## config.mk

```make
export PLATFORM = sky130hd
export DESIGN_NAME = qcldpc_enc_sched_flat
export DESIGN_NICKNAME = d
export VERILOG_FILES = /design/src/rtl/qcldpc_pkg.sv /design/src/rtl/qcldpc_enc_sched_if.sv /design/src/rtl/qcldpc_zsel_decode.sv /design/src/rtl/qcldpc_enc_sched.sv /design/src/flat_wrapper.sv
export SDC_FILE = /design/constraint.sdc
export NUM_CORES = 1
export LEC_CHECK = 0
export ABC_AREA = 0
export BUFFER_PORTS_ARGS = -buffer_cell sky130_fd_sc_hd__buf_2
export CORE_MARGIN = 2
export CORE_UTILIZATION = 34
export CTS_BUF_LIST = sky130_fd_sc_hd__clkbuf_4
export DETAILED_ROUTE_END_ITERATION = 10
export GPL_TIMING_DRIVEN = 0
export PLACE_DENSITY_LB_ADDON = 0.15
export SLEW_MARGIN = 20
export SYNTH_ARGS = -nofsm -noshare
export SYNTH_HDL_FRONTEND = slang
export SYNTH_SLANG_ARGS = --single-unit
```

## constraint.sdc

```tcl
create_clock -name clk -period 2.7 [get_ports clk]
set_clock_uncertainty 0.15 [all_clocks]
set_input_delay 0 -clock clk [delete_from_list [all_inputs] [get_ports clk]]
set_output_delay 0 -clock clk [all_outputs]
set_load 0.005 [all_outputs]
```

## src/rtl/qcldpc_pkg.sv

```systemverilog
// Shared types and elaboration-time helpers for the QC-LDPC encoder control path.
package qcldpc_pkg;

  typedef enum logic [1:0] {
    ST_IDLE,
    ST_INFO,
    ST_PARITY,
    ST_OUT
  } state_t;

  localparam int NUM_COLS_DEFAULT = 24;

  function automatic int num_cols(input int num_info, input int num_parity);
    return num_info + num_parity;
  endfunction

  function automatic int idx_w(input int n);
    return (n > 1) ? $clog2(n) : 1;
  endfunction

  // One address slot per (Z, block-column) pair in the prototype ROM.
  function automatic int rom_addr_w(input int num_z, input int num_info, input int num_parity);
    int w;
    w = $clog2(num_z * num_cols(num_info, num_parity));
    return (w < 1) ? 1 : w;
  endfunction

  function automatic int unsigned onehot_to_idx(input logic [31:0] v);
    int unsigned idx;
    idx = 0;
    for (int i = 0; i < 32; i++) begin
      if (v[i]) idx = i;
    end
    return idx;
  endfunction

endpackage

```

## src/rtl/qcldpc_enc_sched_if.sv

```systemverilog
// Control and handshake bundle between the upstream source/datapath and the encoder scheduler.
interface qcldpc_enc_sched_if #(
  parameter int NUM_OF_SUPPORTED_Z           = 3,
  parameter int NUM_INFO_BLKS_PER_CODE_BLK   = 20,
  parameter int NUM_PARITY_BLKS_PER_CODE_BLK = 4
);

  localparam int ADDR_W = qcldpc_pkg::rom_addr_w(NUM_OF_SUPPORTED_Z,
                                                 NUM_INFO_BLKS_PER_CODE_BLK,
                                                 NUM_PARITY_BLKS_PER_CODE_BLK);
  localparam int PIDX_W = qcldpc_pkg::idx_w(NUM_PARITY_BLKS_PER_CODE_BLK);

  logic                          start;
  logic [NUM_OF_SUPPORTED_Z-1:0] req_z;
  logic                          in_valid;
  logic                          in_ready;
  logic [NUM_OF_SUPPORTED_Z-1:0] z_sel;
  logic [ADDR_W-1:0]             rom_addr;
  logic                          acc_clr;
  logic                          acc_en;
  logic                          par_en;
  logic [PIDX_W-1:0]             par_idx;
  logic                          out_valid;
  logic                          out_ready;
  logic                          busy;
  logic                          done;
  logic                          err_z;

  modport master (
    output start, req_z, in_valid, out_ready,
    input  in_ready, z_sel, rom_addr, acc_clr, acc_en, par_en, par_idx,
           out_valid, busy, done, err_z
  );

  modport slave (
    input  start, req_z, in_valid, out_ready,
    output in_ready, z_sel, rom_addr, acc_clr, acc_en, par_en, par_idx,
           out_valid, busy, done, err_z
  );

endinterface

```

## src/rtl/qcldpc_zsel_decode.sv

```systemverilog
// One-hot Z select validity check and index encode, shared with the ROM front end.
module qcldpc_zsel_decode
  import qcldpc_pkg::*;
#(
  parameter int NZ    = 3,
  parameter int IDX_W = idx_w(NZ)
) (
  input  logic [NZ-1:0]    onehot,
  output logic             valid,
  output logic [IDX_W-1:0] idx
);

  assign valid = $onehot(onehot);
  assign idx   = IDX_W'(onehot_to_idx(32'(onehot)));

endmodule

```

## src/rtl/qcldpc_enc_sched.sv

```systemverilog
// Sequencing FSM for the QC-LDPC encoder: latches Z, walks info then parity ROM columns,
// strobes the accumulators one cycle behind each address, and holds the codeword for hand-off.
module qcldpc_enc_sched
  import qcldpc_pkg::*;
#(
  parameter int NUM_OF_SUPPORTED_Z           = 3,
  parameter int HIGHEST_SUPPORTED_Z_VAL      = 81,
  parameter int NUM_INFO_BLKS_PER_CODE_BLK   = 20,
  parameter int NUM_PARITY_BLKS_PER_CODE_BLK = 4,
  parameter int LEVEL_OF_PARALLELIZATION     = 1
) (
  input logic              clk,
  input logic              rst_n,
  qcldpc_enc_sched_if.slave bus
);

  localparam int NZ     = NUM_OF_SUPPORTED_Z;
  localparam int NI     = NUM_INFO_BLKS_PER_CODE_BLK;
  localparam int NP     = NUM_PARITY_BLKS_PER_CODE_BLK;
  localparam int PLVL   = LEVEL_OF_PARALLELIZATION;
  localparam int NCOLS  = num_cols(NI, NP);
  localparam int ADDR_W = rom_addr_w(NZ, NI, NP);
  localparam int ZIDX_W = idx_w(NZ);
  localparam int PIDX_W = idx_w(NP);
  localparam int COL_W  = $clog2(NI + 1);

  if (PLVL < 1 || (NI % PLVL) != 0) begin : g_chk_plvl
    $error("LEVEL_OF_PARALLELIZATION must divide NUM_INFO_BLKS_PER_CODE_BLK");
  end
  if (HIGHEST_SUPPORTED_Z_VAL < 1 || NZ < 1) begin : g_chk_z
    $error("Z configuration must be non-empty");
  end

  logic              z_valid;
  logic [ZIDX_W-1:0] z_idx_dec;

  qcldpc_zsel_decode #(
    .NZ    (NZ),
    .IDX_W (ZIDX_W)
  ) u_zsel_decode (
    .onehot (bus.req_z),
    .valid  (z_valid),
    .idx    (z_idx_dec)
  );

  state_t            state;
  logic [COL_W-1:0]  col;
  logic [PIDX_W-1:0] p;
  logic              drain;
  logic [ADDR_W-1:0] base;

  logic [COL_W-1:0]  col_next;
  logic [PIDX_W-1:0] p_next;
  logic [ADDR_W-1:0] start_base;

  assign col_next   = col + COL_W'(PLVL);
  assign p_next     = p + PIDX_W'(1);
  assign start_base = ADDR_W'(int'(z_idx_dec) * NCOLS);

  // Strobes default low each cycle; acc_en/par_en are issued one cycle after
  // the rom_addr they belong to, matching the ROM's single-cycle read latency.
  always_ff @(posedge clk or negedge rst_n) begin
    if (!rst_n) begin
      state         <= ST_IDLE;
      col           <= '0;
      p             <= '0;
      drain         <= 1'b0;
      base          <= '0;
      bus.in_ready  <= 1'b0;
      bus.z_sel     <= '0;
      bus.rom_addr  <= '0;
      bus.acc_clr   <= 1'b0;
      bus.acc_en    <= 1'b0;
      bus.par_en    <= 1'b0;
      bus.par_idx   <= '0;
      bus.out_valid <= 1'b0;
      bus.busy      <= 1'b0;
      bus.done      <= 1'b0;
      bus.err_z     <= 1'b0;
    end else begin
      bus.acc_clr <= 1'b0;
      bus.acc_en  <= 1'b0;
      bus.par_en  <= 1'b0;
      bus.done    <= 1'b0;
      bus.err_z   <= 1'b0;
      case (state)
        ST_IDLE: begin
          if (bus.start) begin
            if (z_valid) begin
              bus.z_sel    <= bus.req_z;
              base         <= start_base;
              col          <= '0;
              p            <= '0;
              drain        <= 1'b0;
              bus.rom_addr <= start_base;
              bus.in_ready <= 1'b1;
              bus.acc_clr  <= 1'b1;
              bus.busy     <= 1'b1;
              state        <= ST_INFO;
            end else begin
              bus.err_z <= 1'b1;
            end
          end
        end
        ST_INFO: begin
          if (bus.in_valid && bus.in_ready) begin
            bus.acc_en <= 1'b1;
            if (col_next == COL_W'(NI)) begin
              col          <= '0;
              bus.in_ready <= 1'b0;
              bus.rom_addr <= base + ADDR_W'(NI);
              state        <= ST_PARITY;
            end else begin
              col          <= col_next;
              bus.rom_addr <= base + ADDR_W'(col_next);
            end
          end
        end
        ST_PARITY: begin
          if (drain) begin
            drain         <= 1'b0;
            bus.out_valid <= 1'b1;
            state         <= ST_OUT;
          end else begin
            bus.par_en  <= 1'b1;
            bus.par_idx <= p;
            if (p == PIDX_W'(NP - 1)) begin
              drain <= 1'b1;
            end else begin
              p            <= p_next;
              bus.rom_addr <= base + ADDR_W'(NI) + ADDR_W'(p_next);
            end
          end
        end
        ST_OUT: begin
          if (bus.out_ready) begin
            bus.out_valid <= 1'b0;
            bus.done      <= 1'b1;
            bus.busy      <= 1'b0;
            state         <= ST_IDLE;
          end
        end
        default: state <= ST_IDLE;
      endcase
    end
  end

endmodule

```

## src/flat_wrapper.sv

```systemverilog
// flat-port wrapper written by rule: the top's interface ports become plain ports
module qcldpc_enc_sched_flat import qcldpc_pkg::*;
#(
  parameter int NUM_OF_SUPPORTED_Z           = 3,
  parameter int HIGHEST_SUPPORTED_Z_VAL      = 81,
  parameter int NUM_INFO_BLKS_PER_CODE_BLK   = 20,
  parameter int NUM_PARITY_BLKS_PER_CODE_BLK = 4,
  parameter int LEVEL_OF_PARALLELIZATION     = 1
)
  (clk, rst_n, bus_start, bus_req_z, bus_in_valid, bus_out_ready, bus_in_ready, bus_z_sel, bus_rom_addr, bus_acc_clr, bus_acc_en, bus_par_en, bus_par_idx, bus_out_valid, bus_busy, bus_done, bus_err_z);
  qcldpc_enc_sched_if #(.NUM_OF_SUPPORTED_Z(NUM_OF_SUPPORTED_Z), .NUM_INFO_BLKS_PER_CODE_BLK(NUM_INFO_BLKS_PER_CODE_BLK), .NUM_PARITY_BLKS_PER_CODE_BLK(NUM_PARITY_BLKS_PER_CODE_BLK)) bus_i ();
  input logic clk;
  input logic rst_n;
  input wire logic [$bits(bus_i.start)-1:0] bus_start;
  input wire logic [$bits(bus_i.req_z)-1:0] bus_req_z;
  input wire logic [$bits(bus_i.in_valid)-1:0] bus_in_valid;
  input wire logic [$bits(bus_i.out_ready)-1:0] bus_out_ready;
  output wire logic [$bits(bus_i.in_ready)-1:0] bus_in_ready;
  output wire logic [$bits(bus_i.z_sel)-1:0] bus_z_sel;
  output wire logic [$bits(bus_i.rom_addr)-1:0] bus_rom_addr;
  output wire logic [$bits(bus_i.acc_clr)-1:0] bus_acc_clr;
  output wire logic [$bits(bus_i.acc_en)-1:0] bus_acc_en;
  output wire logic [$bits(bus_i.par_en)-1:0] bus_par_en;
  output wire logic [$bits(bus_i.par_idx)-1:0] bus_par_idx;
  output wire logic [$bits(bus_i.out_valid)-1:0] bus_out_valid;
  output wire logic [$bits(bus_i.busy)-1:0] bus_busy;
  output wire logic [$bits(bus_i.done)-1:0] bus_done;
  output wire logic [$bits(bus_i.err_z)-1:0] bus_err_z;
  assign bus_i.start = bus_start;
  assign bus_i.req_z = bus_req_z;
  assign bus_i.in_valid = bus_in_valid;
  assign bus_i.out_ready = bus_out_ready;
  assign bus_in_ready = bus_i.in_ready;
  assign bus_z_sel = bus_i.z_sel;
  assign bus_rom_addr = bus_i.rom_addr;
  assign bus_acc_clr = bus_i.acc_clr;
  assign bus_acc_en = bus_i.acc_en;
  assign bus_par_en = bus_i.par_en;
  assign bus_par_idx = bus_i.par_idx;
  assign bus_out_valid = bus_i.out_valid;
  assign bus_busy = bus_i.busy;
  assign bus_done = bus_i.done;
  assign bus_err_z = bus_i.err_z;
  qcldpc_enc_sched #(.NUM_OF_SUPPORTED_Z(NUM_OF_SUPPORTED_Z), .HIGHEST_SUPPORTED_Z_VAL(HIGHEST_SUPPORTED_Z_VAL), .NUM_INFO_BLKS_PER_CODE_BLK(NUM_INFO_BLKS_PER_CODE_BLK), .NUM_PARITY_BLKS_PER_CODE_BLK(NUM_PARITY_BLKS_PER_CODE_BLK), .LEVEL_OF_PARALLELIZATION(LEVEL_OF_PARALLELIZATION)) u_core (.clk(clk), .rst_n(rst_n), .bus(bus_i));
endmodule
```

=== Word-level counts from Yosys, hierarchy flattened ===
Cells that the tools add are included.

* Bits in registers: 34
* Output and inout bits: 20
* Word-level logic and storage cells: 108

* Add/sub/neg operators: 7
* Multipliers: 1
* Equality and inequality tests: 14
* Mux-type cells: 52
* Bitwise logic cells: 1
* Reduce and logical (&&, ||, !) cells: 17

{| class="wikitable"
|+ Operators with widths
! kind !! number
|-
| 7-bit two-way mux || 6
|-
| 1-bit two-way mux || 23
|-
| 2-bit two-way mux || 11
|-
| 7-bit one-hot mux with 3 select lines || 1
|-
| 5-bit two-way mux || 4
|-
| 6-bit AND reduction || 2
|-
| 2-bit != test (second input constant) || 5
|-
| 5-bit one-hot mux with 2 select lines || 1
|-
| 5-bit AND reduction || 2
|-
| 3-bit AND reduction || 3
|-
| 1-bit one-hot mux with 2 select lines || 4
|-
| 2-bit one-hot mux with 4 select lines || 1
|-
| 4-bit AND reduction || 2
|-
| 2-bit nonzero test || 4
|-
| 7-bit by 2-bit adder with 7-bit output || 1
|-
| 7-bit by 5-bit adder with 7-bit output || 1
|-
| 7-bit by 5-bit adder with 7-bit output (second input constant) || 1
|-
| 2-bit == test (second input constant) || 3
|-
| 2-bit by 1-bit != test with 1-bit output (second input constant) || 3
|-
| 5-bit by 1-bit adder with 5-bit output (second input constant) || 1
|-
| 5-bit == test (second input constant) || 1
|-
| 2-bit by 1-bit == test with 1-bit output (second input constant) || 2
|-
| 2-bit by 2-bit multiplier with 4-bit output (second input constant) || 1
|-
| 2-bit one-hot mux with 2 select lines || 1
|-
| other kinds (8) || 8
|}

=== Logic depth before layout (Yosys ltp) ===
* Word-level depth: 6
* Depth in mapped cells: 8

=== Modules after synthesis ===
Synthesis repeated with hierarchy kept, for this count alone.

* Cell total of the unflattened synthesis: 167
* Area total of the unflattened synthesis: 1830.5 µm²

{| class="wikitable"
|+ By module, submodules not included
! module !! instances !! cells an instance !! area each (µm²) !! sequential area each (µm²)
|-
| qcldpc_enc_sched || 1 || 163 || 1775.5 || 850.8
|-
| qcldpc_zsel_decode || 1 || 4 || 55.1 || 0.0
|}

=== Worst setup path before layout ===
No wires, ideal clock.

* Path type: reg-to-reg
* From: register u_core.col[2]
* To: register u_core.bus.rom_addr[5]
* Arrival time: 2024 ps
* Data required time: 2421 ps
* Path slack: 397 ps
* Stages on the path, launching flop included: 9
* Path buffers: 0
* Period minus slack after synthesis: 2303 ps
* Cells stage by stage: dfrtp_1 > nand3_1 > xnor2_1 > ha_1 > fa_1 > xor2_1 > mux2_2 > a221oi_1 > o31ai_1

* Word-level cells in the longest chain between the ends: 5
* Elaborated cells between the ends (all ways): 6
* Classes of those cells: 2 x add/sub; 1 x eq/ne; 3 x mux

{| class="wikitable"
|+ Ends and longest elaborated chain
! item !! RTL line !! RTL
|-
| start, declared || qcldpc_enc_sched.sv:47 || <nowiki>logic [COL_W-1:0] col;</nowiki>
|-
| start signal, assigned || qcldpc_enc_sched.sv:114 || <nowiki>col <= col_next;</nowiki>
|-
| 5-bit by 1-bit adder with 5-bit output * || qcldpc_enc_sched.sv:56 || <nowiki>assign col_next = col + COL_W'(PLVL);</nowiki>
|-
| 7-bit by 5-bit adder with 7-bit output / 5-bit == test (equally long branches) || qcldpc_enc_sched.sv:115, qcldpc_enc_sched.sv:108 ||
|-
| 7-bit two-way mux * || qcldpc_enc_sched.sv:108 || <nowiki>if (col_next == COL_W'(NI)) begin</nowiki>
|-
| 7-bit two-way mux * || qcldpc_enc_sched.sv:106 || <nowiki>if (bus.in_valid && bus.in_ready) begin</nowiki>
|-
| 7-bit one-hot mux with 3 select lines * || qcldpc_enc_sched.sv:86 || <nowiki>case (state)</nowiki>
|-
| end signal, assigned || qcldpc_enc_sched.sv:95 || <nowiki>bus.rom_addr <= start_base;</nowiki>
|-
| end signal, assigned || qcldpc_enc_sched.sv:111 || <nowiki>bus.rom_addr <= base + ADDR_W'(NI);</nowiki>
|-
| end signal, assigned || qcldpc_enc_sched.sv:115 || <nowiki>bus.rom_addr <= base + ADDR_W'(col_next);</nowiki>
|-
| end, declared || qcldpc_enc_sched_if.sv:37 || <nowiki>output in_ready, z_sel, rom_addr, acc_clr, acc_en, par_en, par_idx,</nowiki>
|}

Every way passes the cells marked *; elsewhere a longest branch is shown, timed or not. The select of a mux whose other input is x is not followed.
A chain may end at the register's enable or synchronous reset.

=== Final worst setup path ===
Ends and elaborated chain as after synthesis.

==> reports/results.tsv <==
metric	value	unit
RSZ-0062 raised after global routing	false	
crit path to	u_core.bus.rom_addr[5]	
Seq cells post-synth	34	
I/O pins	28	
EDFF count, synth	0	
Die H	76.8	um
post-synth top area share	0.472	
Total Power	2.23	mW
clk sinks	34	
Clk network pwr share	0.124	
clk buf depth	2	
maxcap violations	0	
filler cell count	504	
Die ar.	5900	um2
Final min period	2480	ps
library cells used by synthesis	42	
reg2reg end	u_core.bus.rom_addr[5]	
reg2reg start	u_core.col[2]	
vias per cell	4.77	
P&R area growth vs syn	19.2	%
Worst-Margin Slew	760	ps
Starting Density	0.353	
critical path class	flip-flop to flip-flop	
storage element area	851	um2
CTS buffer count	5	
CTS tree	built	
DPL Wire Length	2850	um
cell count after synthesis	176	
number of global-route vias before repair	1402	
Root Driver	clkbuf_4	
Worst-Skew Late Latency	330	ps
max incr delay on CP	470	ps
layout net count	237	
Critical Path Stages	8	
antenna violations before repair	0	
family with the most delay on the worst path	adder cells	
Post-Layout Inst Area	2150	um2
Wirelength per Cell	13.6	um
H-tree depth	2	
Crit Path Max Fanout	7	
antenna violation net count after detailed routing	0	
final worst-path cycle share	0.918	
first-pass GRT wire length	6870	um
Final Hold Fails	0	
area of the multi-input gates	857	um2
# Post-CTS Setup Buffers	0	
Async SR Flop Fraction	1.00	
final std cells w/o fill	288	
sequential area share after synthesis	0.472	
largest net degree at the start of global routing	35	
Reg2Reg Setup Slack	220	ps
WHS	112	ps
# diodes	0	
IO buf count	27	
final setup vio count	0	
f_max	0.404	GHz
count leader, synth	dfrtp_1	
most frequent cells after synthesis	dfrtp_1 (34), nand2_1 (22), inv_1 (18)	
Core ar.	5110	um2
Comb pwr share	0.508	
P_int	1.29	mW
ratio of total power to cell area	1040	nW/um2
Mapped Area	1800	um2
net switching power	0.940	mW
sw frac	0.422	
Syn Nets	196	
placed instance count	273	
drt pass-1 iters	4	
YS warnings	0	
slew margin rel.	0.493	
Worst setup EP type	flip-flop	
Die W	76.8	um
Worst EP arrival	2550	ps
LEAKAGE	1.07	nW
area leader, netlist	dfrtp_1	
CP Buf/Inv Count	0	
routed wire length	3920	um
Critical path origin	u_core.col[2]	
Hold Crit Class	primary input to async pin	
Clk pin slew, worst setup/hold paths	110	ps
routability cong.	0.832	
Setup crit start kind	flip-flop	
global-route usage over all layers	0.147	
Worst Reg-to-Reg Cells	8	
Mapped Avg Cell Area	10.2	um2
Worst path slowest cell	dfrtp_1	
Synth Flop Type	dfrtp_1	
status	finished, final reports clean	
Slew Viols, Final	0	
worst path cell trace	nand3_1 > xnor2_1 > ha_1 > fa_1 > xor2_1 > mux2_2 > a221oi_1 > o31ai_1	
GR Overflow Total	0	
row count	26	
Post-route DRC	0	
dpl cell area	2030	um2
largest cells by area after synthesis	dfrtp_1 (47%), ha_1 (6.9%), nand2_1 (4.6%), inv_1 (3.7%), mux2i_1 (3.3%)	
Setup TNS	0	ps
Seq pwr share	0.368	
iteration-0 DRC count of the detailed router	93	
Peak VDD IR	0.000446	V
Required @ worst endpoint	2770	ps
share of cells above drive strength 1	0.197	
vias	1375	
==> sequential cells by signal (all words and copies together), names as in the netlist <==
signal,flops
u_core.base,4
u_core.bus.acc_clr,1
u_core.bus.acc_en,1
u_core.bus.busy,1
u_core.bus.done,1
u_core.bus.err_z,1
u_core.bus.in_ready,1
u_core.bus.out_valid,1
u_core.bus.par_en,1
u_core.bus.par_idx,2
u_core.bus.rom_addr,7
u_core.bus.z_sel,3
u_core.col,5
u_core.drain,1
u_core.p,2
u_core.state,2
==> per-stage QoR <==
stage	worst slack [ps]	util
after global placement	207	0.397
after floorplan	397	-
after global routing	83.2	0.421
after detailed placement	198	0.397
final	222	0.421
after CTS	185	0.421
==> cell usage in the layout (no fill, tap or decap), types with 2 or more instances in the layout <==
cell,instances
a22o_1,3
o22ai_1,2
o21a_1,2
xnor2_1,3
clkbuf_1,3
fa_1,2
or2_2,2
dfrtp_1,34
dlygate4sd3_1,7
nand2b_1,3
mux2_2,3
a31oi_1,2
buf_2,28
a21oi_1,8
mux2i_1,6
clkbuf_4,5
ha_1,10
inv_1,18
a22oi_1,3
o31ai_1,4
nor2_1,5
a21boi_0,2
xor2_1,2
a221oi_1,2
nand3_1,4
o21ai_0,11
nand2_1,22
nand3b_1,2
and2_1,2
==> layout make-up <==
type | instances | area share
clock inverter | 3 | 0.00757
multi-input combinational | 119 | 0.399
buffer | 5 | 0.0128
timing repair buffer | 34 | 0.0955
sequential | 34 | 0.396
inverter | 18 | 0.0314
tap | 70 | 0.0407
clock buffer | 5 | 0.0175
==> per-layer routing <==
metal / wire length, um / part of all wire / global-route usage / up-vias
li1: - / - / - / 700
met1: 1950 / 0.50 / 0.204 / 636
met2: 1750 / 0.45 / 0.231 / 33
met3: 164 / 0.042 / 0.0294 / 6
met4: 51 / 0.013 / 0.0473 / 0
met5: 0 / 0 / 0 / -
==> power by group through the flow <==
stage | Clock (mW) | Sequential (mW) | Combinational [mW]
global route | 0.326 | 0.853 | 1.29
global placement | 0 | 0.833 | 1.14
floorplan | 0 | 0.822 | 0.798
finish | 0.277 | 0.821 | 1.13
detailed placement | 0 | 0.831 | 1.14
CTS | 0.292 | 0.822 | 1.15
==> cell families (layout without fill, tap and decap cells) <==
group / Yosys count / in the layout / share of synthesized area
fa+ha+maj: 12 / 12 / 0.0916
xor+xnor: 5 / 5 / 0.0243
simple gates: 47 / 47 / 0.135
mux: 9 / 9 / 0.0520
compound gates: 46 / 46 / 0.173
flops: 34 / 34 / 0.472
buf+inv: 23 / 65 / 0.0527
==> worst min path at each step <==
stage / cells past startpoint / endpoint / startpoint / slack (ps)
2_1_floorplan: 0 / u_core.base[3] / rst_n / -450
3_3_place_gp: 1 / u_core.col[1] / rst_n / -20
3_5_place_dp: 1 / u_core.col[1] / rst_n / -10
4_1_cts: 2 / u_core.bus.rom_addr[3] / rst_n / 150
5_1_grt: 2 / u_core.bus.z_sel[0] / rst_n / 190
6_report: 2 / u_core.col[4] / rst_n / 110
==> repair_timing <==
action | 4_1_cts | 5_1_grt
setup endpoints to repair | 0 | 0
hold buffers | 7 | 0
hold endpoints to repair | 53 | 0
resized for setup | 0 | 0
No activity file was read; power rests on OpenSTA's default activity.
